File: src/rtl/shift_reg_univ.sv
// Universal WIDTH-bit shift register: hold, shift L/R, load, clear, saturating shift counter with word-done pulse.
// Define SHIFTREG_ROTATE_EN to enable rotate left/right (modes 100/101); otherwise those modes hold.
module shift_reg_univ #(
    parameter int unsigned          WIDTH   = 4,
    parameter logic [WIDTH-1:0]     RST_VAL = '0
) (
    input  logic                          clk,
    input  logic                          rst,
    input  logic                          en,
    input  logic [2:0]                    mode,
    input  logic                          d_l,
    input  logic                          d_r,
    input  logic [WIDTH-1:0]              p,
    output logic [WIDTH-1:0]              y,
    output logic                          so_l,
    output logic                          so_r,
    output logic [$clog2(WIDTH+1)-1:0]    cnt,
    output logic                          done
);

    localparam int unsigned CW      = $clog2(WIDTH+1);
    localparam logic [CW-1:0] CNT_MAX = CW'(WIDTH);

    typedef enum logic [2:0] {
        MODE_HOLD  = 3'b000,
        MODE_SHL   = 3'b001,
        MODE_SHR   = 3'b010,
        MODE_LOAD  = 3'b011,
        MODE_ROTL  = 3'b100,
        MODE_ROTR  = 3'b101,
        MODE_CLEAR = 3'b110,
        MODE_RSVD  = 3'b111
    } mode_t;

    mode_t            op;
    logic [WIDTH-1:0] y_nxt;
    logic [CW-1:0]    cnt_nxt;
    logic             done_nxt;
    logic             is_shift;

    assign op   = mode_t'(mode);
    assign so_l = y[WIDTH-1];
    assign so_r = y[0];

    always_comb begin
        y_nxt    = y;
        cnt_nxt  = cnt;
        done_nxt = 1'b0;
        is_shift = 1'b0;
        if (en) begin
            case (op)
                MODE_SHL: begin
                    y_nxt    = {y[WIDTH-2:0], d_l};
                    is_shift = 1'b1;
                end
                MODE_SHR: begin
                    y_nxt    = {d_r, y[WIDTH-1:1]};
                    is_shift = 1'b1;
                end
                MODE_LOAD: begin
                    y_nxt   = p;
                    cnt_nxt = '0;
                end
`ifdef SHIFTREG_ROTATE_EN
                MODE_ROTL: begin
                    y_nxt    = {y[WIDTH-2:0], y[WIDTH-1]};
                    is_shift = 1'b1;
                end
                MODE_ROTR: begin
                    y_nxt    = {y[0], y[WIDTH-1:1]};
                    is_shift = 1'b1;
                end
`endif
                MODE_CLEAR: begin
                    y_nxt   = '0;
                    cnt_nxt = '0;
                end
                default: ;
            endcase
        end
        // Counter saturates at WIDTH; only the step into WIDTH raises done.
        if (is_shift && (cnt != CNT_MAX)) begin
            cnt_nxt  = cnt + 1'b1;
            done_nxt = (cnt == CNT_MAX - 1'b1);
        end
    end

    always_ff @(posedge clk) begin
        if (rst) begin
            y    <= RST_VAL;
            cnt  <= '0;
            done <= 1'b0;
        end else begin
            y    <= y_nxt;
            cnt  <= cnt_nxt;
            done <= done_nxt;
        end
    end

endmodule
File: config.mk
export PLATFORM = sky130hd
export DESIGN_NAME = shift_reg_univ
export DESIGN_NICKNAME = d
export VERILOG_FILES = /design/src/rtl/shift_reg_univ.sv
export SDC_FILE = /design/constraint.sdc
export NUM_CORES = 1
export LEC_CHECK = 0
export CAP_MARGIN = 20
export CELL_PAD_IN_SITES_DETAIL_PLACEMENT = 1
export CELL_PAD_IN_SITES_GLOBAL_PLACEMENT = 1
export CORE_UTILIZATION = 31
export CTS_CLUSTER_SIZE = 30
export DETAILED_ROUTE_END_ITERATION = 10
export GPL_ROUTABILITY_DRIVEN = 0
export PLACE_DENSITY_LB_ADDON = 0.1
export SLEW_MARGIN = 10
export SYNTH_ARGS = -nofsm -noshare
export SYNTH_HDL_FRONTEND = slang
export SYNTH_SLANG_ARGS = --single-unit
File: constraint.sdc
create_clock -name clk -period 1.2 [get_ports clk]
set_input_delay 0.18 -clock clk [delete_from_list [all_inputs] [get_ports clk]]
set_output_delay 0.18 -clock clk [all_outputs]
set_load 0.1 [all_outputs]
---- Word level (Yosys, flattened, before mapping) ----
Cells that the tools add are included.
word-level totals
  flip-flop bits (word level) ............. 8
  latch bits .............................. 0
  bits in writable memories ............... 0
  bits in read-only memories .............. 0
  bits of input ports ..................... 12
  output and inout port bits .............. 10
  word-level logic and storage cells ...... 26
  memories kept ........................... 0
operators by class
  add/sub/neg operators ................... 1
  multipliers ............................. 0
  divide/modulo/power cells ............... 0
  magnitude comparators ................... 0
  eq/ne operators ......................... 6
  shifts and indexed selects .............. 0
  multiplexer cells ....................... 6
  bitwise operators ....................... 1
  reductions and logical operators ........ 9
operators with widths
  cell                                            number
  one-hot mux 4 bit (4 select lines)              1
  == test 3 x 2 -> 1 bit (second input constant)  3
  2-to-1 mux 3 bit                                3
  OR reduction 2 bit                              3
  AND reduction 2 bit                             2
  nonzero test 2 bit                              2
  nonzero test 4 bit                              1
  adder 3 x 1 -> 3 bit (second input constant)    1
  == test 3 x 1 -> 1 bit (second input constant)  1
  == test 3 bit (second input constant)           1
  != test 3 bit (second input constant)           1
  2-to-1 mux 1 bit                                2
  logical AND 1 bit                               1
  inverter 1 bit                                  1

---- Logic depth before layout (Yosys ltp) ----
  word-level depth ........................ 7
  gate-level depth with buffers ........... 5
  depth with buffers taken out ............ 5

---- Least setup slack after synthesis ----
No wires, ideal clock.
  path type ............................... register to register
  from .................................... register cnt[0]
  to ...................................... register cnt[2]
  setup time .............................. 92 ps
  data arrival time ....................... 1,803 ps
  data required time ...................... 1,108 ps
  setup slack ............................. -695 ps
  cell stages (with the launch flop) ...... 6
  path buffers ............................ 0
  period minus slack after synthesis ...... 1,895 ps
  path through ............................ dfxtp_1 > inv_1 > ha_1 > nand2_1 > nand3_1 > o32ai_1
between the ends
  word-level cells in the longest chain between the ends .. 4
  elaborated cells on any way between the ends .. 7
  classes of those cells .................. 1 x add/sub; 1 x eq/ne; 1 x mux; 4 x reduce/logical
RTL lines
  element                                                       RTL line  text
  start, declared                                               17        output logic [$clog2(WIDTH+1)-1:0] cnt,
  start signal, assigned                                        95        cnt <= cnt_nxt;
  branches (longest 4 deep; another with adder 3 x 1 -> 3 bit)  -
Several ways; the timed one is not identified.
A chain may end at the register's enable or synchronous reset.

---- Final worst setup path ----
  from .................................... register cnt[0]
  to ...................................... register cnt[1]
Same word-level chain as after synthesis.

==> results.toml <==
[final_layout]
final_util_pct = 60.7
fillers = 192
areaGrowthSynthToFinish_pct = 82.2
multi_input_area_um2 = 405
drive_gt1_share_pct = 50.0
n_antenna_cell = 0
finish.net_count = 106
design_area_mm2 = 0.00106
seqCellArea_um2 = 186
final_cells = 115

[placed_design]
dp_slack_ns = -0.380
numPortBuffers = 21
dp_hpwl_um = 1130
place_area_mm2 = 0.00100
dp_cells = 110

[synth]
synth_edf_count = 0
syn_area_um2 = 582
synth.distinct_cells = 31
synthAdderAreaFrac_pct = 6.45
ys.flop_type = "dfxtp_1"
ys_top_cells_by_area = "dfxtp_1 28%, ha_1 6.5%, o221a_1 5.8%, mux2i_1 5.2%, nand2b_1 4.3%"
synth_top_family_by_area = "compound AO/OA/AOI/OAI gates"
synth_cells = 61
synthTopCellsByCount = "8 x dfxtp_1, 4 x a21oi_1, 4 x inv_1, 4 x nand2b_1"
avgSynthCellArea_um2 = 9.54
synth-simple-area-share_pct = 21.3
synthArstFlopShare_pct = 0
yosys_warnings = 0
yosysSeqAreaShare_pct = 27.5
synth-seq-cells = 8
synth_mux_area_share_pct = 5.16
synth_compound_area_share_pct = 26.0
syn_nets = 76
synth_xor_area_share_pct = 3.01
yosysMostFrequentCell = "dfxtp_1"
synth.top_cell.area_share_pct = 27.5
yosysTopAreaCell = "dfxtp_1"

[timing]
finalMaxSlewViolations = 0
setup_ws_ns = 0.0133
hold_viol_final = 0
worst_pin_slew_ns = 0.299
timing.slew.headroom_pct = 80.1
period_minus_slack_ns = 1.19
setup-violations-final = 0
fin_skew_ns = 0.0173
rsz0062_at_grt = "yes"
finalCritPeriodShare_pct = 98.9
final.setup.tns_ns = 0
hold_ws_ns = 0.520
max_freq_mhz = 843

[critical_path]
worst-path-max-fanout = 4
worstRegToRegCells = 5
path_class = "flip-flop to flip-flop"
required_ns = 1.38
startpoint_type = "flip-flop"
crit_path_end_kind = "flip-flop"
crit_arrival_ns = 1.37

[run]
maxCapViolations = 0

[grt]
grt_max_degree = 11
antenna_found_initial = 0
grt_pass1_wl_um = 2390
grt_overflow_total = 0
grt_pass1_vias = 590
globalRouteTotalUtil_pct = 16.4

[floorplanning]
die_w_um = 45.3
num_rows = 15
start_util_pct = 33.3
core_area_mm2 = 0.00175
die_h_um = 45.3
ios = 22
die-area_mm2 = 0.00205

[drt]
wl_um = 1470
drtAntennaViolNets = 0
drt_iter0_drc = 5
vias = 571
drt_pre_antenna_iters = 3
drc = 0
wl_per_cell_um = 12.8
viasPerCell = 4.97

[clock_tree]
cts_made_buffers = 3
cts_tree = "yes"
cts_hold_buf = 0
cts_max_path_buffers = 2
clk_pin_slew_worst_paths_ns = 0.07
numClockSinks = 8
clock-root-buffer = "clkbuf_4"
htreeDepth = 1
clock_latency_ns = 0.27

[worst_hold_path]
hold_depth = 4
hold_class = "primary input to flip-flop"

[outcome]
status = "complete, no violations"

[power_and_ir_drop]
vdd_drop_max_uv = 526
p_total_mw = 0.920
leakage_nw = 0.420
power_density_mw_per_mm2 = 868
## routing by layer
| layer | vias up | track usage, % | part of all wire (%) |
|---|---|---|---|
| met2 | 18 | 27.5 | 51 |
| li1 | 281 | - | - |
| met4 | 0 | 5.45 | 0.82 |
| met1 | 270 | 19.1 | 45 |
| met5 | - | 0 | 0 |
| met3 | 2 | 6.00 | 3.9 |
## cells by family (layout without fill, tap and decap cells)
group | count (synthesis) | in the layout
flip-flops | 8 | 8
AO/OA/AOI/OAI | 16 | 16
buffers and inverters | 9 | 38
multiplexers | 3 | 3
AND/OR/NAND/NOR | 20 | 20
XOR/XNOR | 2 | 2
adder cells (fa/ha/maj) | 3 | 3
## where the power goes
part | internal, mW | leakage (nW) | switching (mW)
sequential | 0.273 | 0.0703 | 0.0246
combinational | 0.173 | 0.334 | 0.215
clock | 0.128 | 0.0150 | 0.107
## layout make-up
cell class              instances  area share, %
well taps                      25           2.95
clock buffers                   4           2.48
repair buffers                 30           36.8
multi-input cells              44           38.3
flip-flops and latches          8           17.6
inverters                       4           1.89
## final timing paths
path / slack [ns] / from / end
hold / removal: 0.52 / mode[1] / cnt[0]$_SDFFE_PP0P_
hold reg to reg: 0.53 / cnt[0]$_SDFFE_PP0P_ / cnt[0]$_SDFFE_PP0P_
setup / recovery: 0.01 / cnt[0]$_SDFFE_PP0P_ / cnt[1]$_SDFFE_PP0P_
setup reg to reg: 0.01 / cnt[0]$_SDFFE_PP0P_ / cnt[1]$_SDFFE_PP0P_
## critical path, stage by stage, from the launching register on
cell and delay, ns:
dfxtp_4 0.37, inv_4 0.07, ha_4 0.13, nand2_4 0.06, a32o_2 0.28, o32ai_2 0.19
## layout by cell type (no fill, tap or decap), types with 2 or more instances in the layout
cell type,count
clkdlybuf4s50_1,8
nor3_1,3
a21oi_1,4
clkbuf_4,3
dlygate4sd2_1,3
inv_4,2
mux2i_1,3
inv_1,2
buf_4,7
o221a_1,3
dfxtp_4,7
nand2b_1,4
nor2b_2,3
ha_1,2
o32ai_2,2
buf_12,11
and2_1,2
## registers in the layout, indices dropped and copies added, names as in the netlist
signal and flops:
cnt 3, done 1, y 4
## timing repair
action	CTS	global route
hold endpoints to repair	0	0
setup buffers	0	1
endpoints found under the setup margin	8	2
pin swaps	1	0
gates resized for setup	7	2
cloned	0	0
No activity file was read; power rests on OpenSTA's default activity.
